--- config.mk ---
export PLATFORM = sky130hd
export DESIGN_NAME = piv_cmd_seq
export DESIGN_NICKNAME = d
export VERILOG_FILES = /design/src/rtl/piv_cmd_seq.sv
export SDC_FILE = /design/constraint.sdc
export NUM_CORES = 2
export LEC_CHECK = 0
export CORE_UTILIZATION = 25
export DETAILED_ROUTE_END_ITERATION = 12
export PLACE_DENSITY = 0.45
export SKIP_CTS_REPAIR_TIMING = 1
export SLEW_MARGIN = 40
export SYNTH_ARGS = -nofsm -noshare
export SYNTH_HDL_FRONTEND = slang
export SYNTH_SLANG_ARGS = --single-unit
--- constraint.sdc ---
create_clock -name clk_i -period 12.95 [get_ports clk_i]
set_input_delay 3.885 -clock clk_i [delete_from_list [all_inputs] [get_ports clk_i]]
set_output_delay 3.885 -clock clk_i [all_outputs]
set_load 0.005 [all_outputs]
--- src/rtl/piv_cmd_seq.sv ---
// Pivot command sequencer: walks a simplex tableau band by band and emits
// load/store commands for the accelerator over a valid/ready handshake.
module piv_cmd_seq #(
  parameter int W_MAX   = 8,
  parameter int RES_LAG = 2,
  parameter int DIM_W   = 16,
  parameter int ADDR_W  = 32,
  parameter int REG_W   = 5
) (
  input  logic              clk_i,
  input  logic              rst_ni,
  input  logic              start_i,
  input  logic [ADDR_W-1:0] base_i,
  input  logic [DIM_W-1:0]  m_i,
  input  logic [DIM_W-1:0]  n_i,
  input  logic [DIM_W-1:0]  p_i,
  input  logic [DIM_W-1:0]  q_i,
  input  logic [DIM_W-1:0]  w_i,
  input  logic [REG_W-1:0]  xs_i,
  output logic              cmd_valid_o,
  input  logic              cmd_ready_i,
  output logic [1:0]        cmd_type_o,
  output logic [ADDR_W-1:0] cmd_addr_o,
  output logic [REG_W-1:0]  cmd_reg_o,
  output logic [31:0]       cmd_imm_o,
  output logic              busy_o,
  output logic              done_o,
  output logic              err_o
);

  localparam int PW = (RES_LAG > 1) ? $clog2(RES_LAG) : 1;
  localparam int CW = $clog2(RES_LAG + 1);
  localparam int XW = DIM_W + 1;

  localparam logic [2:0] S_IDLE      = 3'd0;
  localparam logic [2:0] S_PIV_LOAD  = 3'd1;
  localparam logic [2:0] S_ROW_HDR   = 3'd2;
  localparam logic [2:0] S_ROW_ELEM  = 3'd3;
  localparam logic [2:0] S_DRAIN     = 3'd4;
  localparam logic [2:0] S_PIV_STORE = 3'd5;
  localparam logic [2:0] S_DONE      = 3'd6;

  localparam logic [1:0] T_MEM   = 2'd0;
  localparam logic [1:0] T_IMM   = 2'd1;
  localparam logic [1:0] T_STORE = 2'd2;

  logic [2:0]        r_state;
  logic [ADDR_W-1:0] r_base, r_nm1, r_prow, r_rowa;
  logic [DIM_W-1:0]  r_m, r_n, r_p, r_q, r_w;
  logic [DIM_W-1:0]  r_i, r_b, r_j;
  logic [REG_W-1:0]  r_xs;
  logic [PW-1:0]     r_e, r_wp, r_rp;
  logic [CW-1:0]     r_cnt;
  logic              r_err;
  logic [ADDR_W-1:0] r_fa [RES_LAG];
  logic [REG_W-1:0]  r_fr [RES_LAG];

  logic [XW-1:0]     w_b_plus_w, w_band_end, w_j_inc, w_j_next, w_j_first;
  logic [XW-1:0]     w_i_first, w_i_inc, w_i_next;
  logic [ADDR_W-1:0] w_rowa_first, w_rowa_next, w_push_addr;
  logic [REG_W-1:0]  w_slot, w_res_reg;
  logic              w_more_rows, w_first_rows, w_last_col, w_pst_valid;
  logic              w_fifo_full, w_fire, w_push, w_pop, w_start_bad;

  function automatic logic [PW-1:0] ring_inc(input logic [PW-1:0] v);
    return (v == PW'(RES_LAG - 1)) ? '0 : v + PW'(1);
  endfunction

  // Column walk within the current band; the pivot column is skipped for
  // element work and pivot-row stores.
  assign w_b_plus_w  = XW'(r_b) + XW'(r_w);
  assign w_band_end  = (w_b_plus_w < XW'(r_n)) ? w_b_plus_w : XW'(r_n);
  assign w_j_inc     = XW'(r_j) + XW'(1);
  assign w_j_next    = (w_j_inc == XW'(r_q)) ? w_j_inc + XW'(1) : w_j_inc;
  assign w_j_first   = (r_b == r_q) ? XW'(r_b) + XW'(1) : XW'(r_b);
  assign w_pst_valid = XW'(r_j) < w_band_end;
  assign w_last_col  = (r_j == r_n - DIM_W'(1));
  assign w_slot      = REG_W'(r_j - r_b);

  // Row walk skips the pivot row; row base address advances incrementally.
  assign w_i_first    = (r_p == '0) ? XW'(1) : '0;
  assign w_i_inc      = XW'(r_i) + XW'(1);
  assign w_i_next     = (w_i_inc == XW'(r_p)) ? w_i_inc + XW'(1) : w_i_inc;
  assign w_first_rows = w_i_first < XW'(r_m);
  assign w_more_rows  = w_i_next < XW'(r_m);
  assign w_rowa_first = (r_p == '0) ? r_base + r_nm1 : r_base;
  assign w_rowa_next  = (w_i_inc == XW'(r_p)) ? r_rowa + (r_nm1 << 1) : r_rowa + r_nm1;

  assign w_fifo_full = (r_cnt == CW'(RES_LAG));
  assign w_res_reg   = r_xs + REG_W'(W_MAX) + REG_W'(r_e);
  assign w_fire      = cmd_valid_o & cmd_ready_i;
  assign w_push      = (r_state == S_ROW_ELEM) && !w_fifo_full && w_fire;
  assign w_pop       = w_fire && (((r_state == S_ROW_ELEM) && w_fifo_full) ||
                                  (r_state == S_DRAIN));
  // The implicit last column swaps into the pivot column's storage slot.
  assign w_push_addr = r_rowa + ADDR_W'(w_last_col ? r_q : r_j);

  assign w_start_bad = (m_i == '0) || (n_i < DIM_W'(2)) || (p_i >= m_i) ||
                       (q_i >= n_i - DIM_W'(1)) || (w_i == '0) ||
                       (XW'(w_i) > XW'(W_MAX));

  always_comb begin
    cmd_valid_o = 1'b0;
    cmd_type_o  = T_MEM;
    cmd_addr_o  = '0;
    cmd_reg_o   = '0;
    cmd_imm_o   = '0;
    case (r_state)
      S_PIV_LOAD: begin
        cmd_valid_o = 1'b1;
        cmd_reg_o   = r_xs + w_slot;
        if (w_last_col) begin
          cmd_type_o = T_IMM;
          cmd_imm_o  = 32'h3f80_0000;
        end else begin
          cmd_addr_o = r_prow + ADDR_W'(r_j);
        end
      end
      S_ROW_HDR: begin
        cmd_valid_o = 1'b1;
        cmd_addr_o  = r_rowa + ADDR_W'(r_q);
      end
      S_ROW_ELEM: begin
        cmd_valid_o = 1'b1;
        if (w_fifo_full) begin
          cmd_type_o = T_STORE;
          cmd_addr_o = r_fa[r_rp];
          cmd_reg_o  = r_fr[r_rp];
        end else begin
          cmd_reg_o = w_res_reg;
          if (w_last_col) cmd_type_o = T_IMM;
          else            cmd_addr_o = r_rowa + ADDR_W'(r_j);
        end
      end
      S_DRAIN: begin
        if (r_cnt != '0) begin
          cmd_valid_o = 1'b1;
          cmd_type_o  = T_STORE;
          cmd_addr_o  = r_fa[r_rp];
          cmd_reg_o   = r_fr[r_rp];
        end
      end
      S_PIV_STORE: begin
        if (w_pst_valid) begin
          cmd_valid_o = 1'b1;
          cmd_type_o  = T_STORE;
          cmd_reg_o   = r_xs + w_slot;
          cmd_addr_o  = r_prow + ADDR_W'(w_last_col ? r_q : r_j);
        end
      end
      default: ;
    endcase
  end

  assign busy_o = (r_state != S_IDLE) && (r_state != S_DONE);
  assign done_o = (r_state == S_DONE);
  assign err_o  = r_err;

  always_ff @(posedge clk_i or negedge rst_ni) begin
    if (!rst_ni) begin
      for (int k = 0; k < RES_LAG; k++) begin
        r_fa[k] <= '0;
        r_fr[k] <= '0;
      end
    end else begin
      for (int k = 0; k < RES_LAG; k++) begin
        if (w_push && (r_wp == PW'(k))) begin
          r_fa[k] <= w_push_addr;
          r_fr[k] <= w_res_reg;
        end
      end
    end
  end

  always_ff @(posedge clk_i or negedge rst_ni) begin
    if (!rst_ni) begin
      r_state <= S_IDLE;
      r_base  <= '0;
      r_nm1   <= '0;
      r_prow  <= '0;
      r_rowa  <= '0;
      r_m     <= '0;
      r_n     <= '0;
      r_p     <= '0;
      r_q     <= '0;
      r_w     <= '0;
      r_i     <= '0;
      r_b     <= '0;
      r_j     <= '0;
      r_xs    <= '0;
      r_e     <= '0;
      r_wp    <= '0;
      r_rp    <= '0;
      r_cnt   <= '0;
      r_err   <= 1'b0;
    end else begin
      r_err <= 1'b0;
      if (w_push) begin
        r_wp <= ring_inc(r_wp);
        r_e  <= ring_inc(r_e);
      end
      if (w_pop) r_rp <= ring_inc(r_rp);
      if (w_push && !w_pop)      r_cnt <= r_cnt + CW'(1);
      else if (w_pop && !w_push) r_cnt <= r_cnt - CW'(1);

      case (r_state)
        S_IDLE: begin
          if (start_i) begin
            if (w_start_bad) begin
              r_err <= 1'b1;
            end else begin
              r_base  <= base_i;
              r_m     <= m_i;
              r_n     <= n_i;
              r_p     <= p_i;
              r_q     <= q_i;
              r_w     <= w_i;
              r_xs    <= xs_i;
              r_nm1   <= ADDR_W'(n_i) - ADDR_W'(1);
              r_prow  <= base_i + ADDR_W'(p_i) * (ADDR_W'(n_i) - ADDR_W'(1));
              r_b     <= '0;
              r_j     <= '0;
              r_e     <= '0;
              r_wp    <= '0;
              r_rp    <= '0;
              r_cnt   <= '0;
              r_state <= S_PIV_LOAD;
            end
          end
        end
        S_PIV_LOAD: begin
          if (w_fire) begin
            if (w_j_inc < w_band_end) begin
              r_j <= DIM_W'(w_j_inc);
            end else if (w_first_rows) begin
              r_i     <= DIM_W'(w_i_first);
              r_rowa  <= w_rowa_first;
              r_state <= S_ROW_HDR;
            end else begin
              r_state <= S_DRAIN;
            end
          end
        end
        S_ROW_HDR: begin
          if (w_fire) begin
            if (w_j_first < w_band_end) begin
              r_j     <= DIM_W'(w_j_first);
              r_state <= S_ROW_ELEM;
            end else if (w_more_rows) begin
              r_i    <= DIM_W'(w_i_next);
              r_rowa <= w_rowa_next;
            end else begin
              r_state <= S_DRAIN;
            end
          end
        end
        S_ROW_ELEM: begin
          if (w_push) begin
            if (w_j_next < w_band_end) begin
              r_j <= DIM_W'(w_j_next);
            end else if (w_more_rows) begin
              r_i     <= DIM_W'(w_i_next);
              r_rowa  <= w_rowa_next;
              r_state <= S_ROW_HDR;
            end else begin
              r_state <= S_DRAIN;
            end
          end
        end
        S_DRAIN: begin
          if (r_cnt == '0) begin
            r_j     <= DIM_W'(w_j_first);
            r_state <= S_PIV_STORE;
          end
        end
        S_PIV_STORE: begin
          if (!w_pst_valid || w_fire) begin
            if (w_pst_valid && (w_j_next < w_band_end)) begin
              r_j <= DIM_W'(w_j_next);
            end else if (w_band_end < XW'(r_n)) begin
              r_b     <= DIM_W'(w_band_end);
              r_j     <= DIM_W'(w_band_end);
              r_e     <= '0;
              r_state <= S_PIV_LOAD;
            end else begin
              r_state <= S_DONE;
            end
          end
        end
        S_DONE:  r_state <= S_IDLE;
        default: r_state <= S_IDLE;
      endcase
    end
  end

endmodule

Word-level counts from Yosys, hierarchy flattened --
Cells that the tools add are included.
Cells by class: order comparisons 13, eq/ne operators 30, shift operators 0, muxes and demuxes 110, multipliers 1, $add $sub $neg 27, div/mod/pow operators 0, bitwise gates (word level) 4, reductions and logical operators 37
Operators by type and width (number):
- two-way mux 32 bit | 18
- two-way mux 16 bit | 23
- adder 32 bit | 5
- case mux 32 bit (5 select lines) | 1
- adder 32 x 16 -> 32 bit | 4
- case mux 16 bit (6 select lines) | 1
- case mux 32 bit (3 select lines) | 1
- two-way mux 17 bit | 4
- two-way mux 30 bit | 2
- adder 16 x 1 -> 17 bit (second input constant) | 3
- less-than comparator 17 x 16 -> 1 bit | 3
- less-than comparator 17 bit | 3
- zero test 16 bit | 3
- case mux 16 bit (3 select lines) | 1
- two-way mux 3 bit | 15
- adder 17 x 1 -> 17 bit (second input constant) | 2
- equality test 17 x 16 -> 1 bit | 2
- equality test 16 bit | 2
- >= comparator 16 bit | 2
- multiplier 17 x 17 -> 32 bit | 1
- case mux 16 bit (2 select lines) | 1
- subtractor 16 x 1 -> 16 bit (second input constant) | 2
- two-way mux 5 bit | 6
- inequality test 2 bit (second input constant) | 14
- 44 further kinds | 103
Word-level totals: bits in latches 0, bits in registers 329, memories 0, ROM bits 0, word-level logic and storage cells 245, memory bits (writable) 0, input bits 121

Depth between registers and ports, before layout --
depth in word-level cells 15, mapped depth 38, mapped depth without buffers 34

Worst setup path before layout --
OpenSTA, ideal clock, no wires.
path kind input to register, from input port n_i[4], to register r_prow[31], path slack 1.453 ns, arrival 11.365 ns, cell stages on the path 29, required time 12.818 ns, path through nor4_1 -> nand2_1 -> or4_1 -> nor3_1 -> xnor2_1 -> clkbuf_1 -> nand2b_1 -> fa_1 -> fa_1 -> inv_1 -> fa_1 -> inv_1 -> fa_1 -> fa_1 -> inv_1 -> fa_1 -> ha_1 -> a21o_1 -> a21o_1 -> a21oi_1 -> nor3b_1 -> a31oi_1 -> a211oi_1 -> nor2_1 -> a221oi_1 -> o2111ai_1 -> a21oi_1 -> xnor2_1 -> o21ai_0
Between the ends: longest elaborated chain between the ends 8, elaborated cells on any way between the ends 13, those cells by class add/sub: 3; mul: 1; order compare: 2; bitwise: 1; reduce/logical: 6
RTL lines:
- from (decl) | line 15 | input logic [DIM_W-1:0] n_i,
- branches (longest 8 deep; another with multiplier 17 x 17 -> 32 bit)
- to (signal assigned) | line 220 | r_prow <= base_i + ADDR_W'(p_i) * (ADDR_W'(n_i) - ADDR_W'(1));
- to (decl) | line 48 | logic [ADDR_W-1:0] r_base, r_nm1, r_prow, r_rowa;
Several ways; the timed one is not identified. A chain may end at the register's enable or synchronous reset.

Worst setup path in the final report --
from input port n_i[2], to register r_prow[31]
The elaborated chain is that of the path after synthesis.

==> results.yml <==
grt:
  track_usage: 0.1925
  grt_max_degree: 113
  grt_first_pass_wirelength_mm: 243.6
  first_global_vias: 36870
  grt_overflow_total: 0
  antenna_found_initial: 10
worst_setup_path:
  rrSetupSlack_ns: 4.42
  path_class: "in2reg"
  r2r_cells: 35
  endpoint_kind: "flop"
  required_ns: 13.40
  crit_fanout: 18
  crit_start: "n_i[2]"
  cpMostUsedCell: "fa_1"
  r2r_end: "r_rowa[2]"
  max_stage_delay_ns: 0.57
  r2r-start: "r_w[1]"
  cpMaxStageDelayCell: "clkdlybuf4s50_1"
  critPathArrivalTime_ns: 12.72
  critPathLaunchType: "input port"
layout:
  drive_above_1_share: 0.07318
  multi_input_comb_area_um2: 30840
  nNetsFinal: 5996
  regArea_um2: 8235
  final_core_util: 0.2898
  finalNonFillerCells: 7411
  final_cell_area_um2: 47920
  syn_to_final_growth_pct: 14.83
  n_fill_cell: 17700
timing:
  min_period_ns: 12.28
  finalHoldViolCount: 0
  fin_skew_ns: 0.03224
  fin_ws_ns: 0.6744
  hold_slack_ns: 0.4727
  grt_setup_unrepaired: "no"
  fmax_mhz: 81.46
  finalMaxSlewViolations: 0
  worstMarginPinSlew_ns: 0.8665
  post-route-period-util: 0.9479
  slew_headroom: 0.4205
  setup_viol_count_final: 0
  setup_tns_ns: 0
synthesis:
  synth_top_area_cell: "dfrtp_1"
  yosysTopAreaCellShare: 0.1973
  ys.warnings.count: 0
  synth_edf_count: 0
  synthArstFlopShare: 1.000
  synthCells: 5068
  yosys-top-cells-count: "nand2_1, inv_1, ha_1, dfrtp_1, nor2_1"
  ys_ff_latch: 329
  yosysUniqueCellTypes: 96
  synth_most_common_cell: "nand2_1"
  synth_area_leaders: "dfrtp_1, ha_1, fa_1"
  synth_area_um2: 41730
  synthFlopType: "dfrtp_1"
  syn_avg_cell_area_um2: 8.234
  yosysSeqAreaShare: 0.1973
floorplanning:
  rows: 149
  boundaryPins: 196
  dieHeight_um: 410.6
  fp.dieArea_um2: 168600
  die_x_um: 410.6
  initial_core_util: 0.2524
  core_um2: 165400
pwr:
  power.density_nw_per_um2: 201.8
  ir_drop_mv: 0.3717
  fin_total_pwr_mw: 9.668
  leakagePower_nw: 22.21
place:
  port_buffers: 170
  placedCellCount: 7327
  place_ws_ns: 0.1810
  dp_hpwl_mm: 134.7
  post_dp_cell_area_um2: 46310
  gp_congestion: 0.9111
detailed_routing:
  drt_iter0_drc: 2985
  drtAntennaViolNets: 0
  firstDrtPassIters: 10
  via_count: 37110
  wl_mm: 165.2
  drc: 10
  viasPerCell: 5.007
  wl_per_cell_um: 22.30
run:
  cap_violations: 0
clock_network:
  cts_buffer_depth: 3
  h-tree-depth: 2
  numCtsBuffers: 44
  clkTransAtPathRegs_ns: 0.06
  clock_latency_ns: 0.62
  cts_root_buf: "clkbuf_16"
  cts_tree: "built"
  clock_sinks: 329
worst_hold_path:
  hold_path_class: "reg2reg"
  whs_path_depth: 2
  holdCritStartpoint: "r_w[0]"
  hold_path_end: "r_w[0]"
run_status:
  violations: "design-rule violations"
  status: "complete, but fails checks"
[cells in the final DEF, fill, tap and decap left out, types with 167 or more instances in the layout]
cell / synthesis / layout
ha_1: 438 / 436
nor2_1: 305 / 300
o21ai_0: 280 / 278
nand2_1: 680 / 679
xnor2_1: 254 / 251
fa_1: 253 / 253
dfrtp_1: 329 / 327
inv_1: 494 / 494
a21oi_1: 276 / 275
clkdlybuf4s50_1: 0 / 167
[state kept, by name, indices dropped and copies added, names as in the netlist, 17 cells and up]
register / cells
r_prow: 32
r_fa: 64
r_nm1: 17
r_rowa: 32
r_base: 32
[how the worst max path moves through the flow]
stage                          end
global placement        r_prow[31]
global route        cmd_addr_o[31]
floorplan               r_prow[31]
CTS                  cmd_addr_o[9]
detailed placement      r_prow[31]
finish                  r_prow[31]
[area by class of cell]
class                      count  area share
clock inverter                27    0.006267
sequential                   329      0.1719
multi-input combinational   4019      0.6436
antenna                        2   0.0001044
clock buffer                  55     0.02598
tap                         2189     0.05716
inverter                     499     0.03909
timing repair buffer         291     0.05596
[per-layer routing]
metal  wire [um]  track usage  part of all wire
met5          35            0           0.00021
met4        5510      0.05912             0.033
met3        9412      0.02672             0.057
met2       70070       0.2908              0.42
met1       80220       0.2808              0.49
[power breakdown]
part | switching (mW) | internal (mW) | leakage [nW]
combinational | 4.36 | 2.62 | 17.1
sequential | 0.192 | 1.17 | 4.33
clock | 0.547 | 0.784 | 0.748
[cell families after synthesis]
family,after synthesis,share of synthesized area
adder cells (fa/ha/maj),691,0.2527
XOR/XNOR,383,0.08194
flip-flops,329,0.1973
other,2,0.0001800
multiplexers,141,0.03634
AND/OR/NAND/NOR,1671,0.1909
AO/OA/AOI/OAI,1105,0.1698
buffers and inverters,746,0.07082
[critical path: cells and delay by family]
kind                       cells  cell delay (ns)
buffers and inverters          5             0.92
adders and majority gates      7             3.25
xor gates and xnor gates       2             0.43
AOI/OAI and AO/OA              9             2.21
and+or+nand+nor                7             2.02
Power figures use the tool's default switching activity.
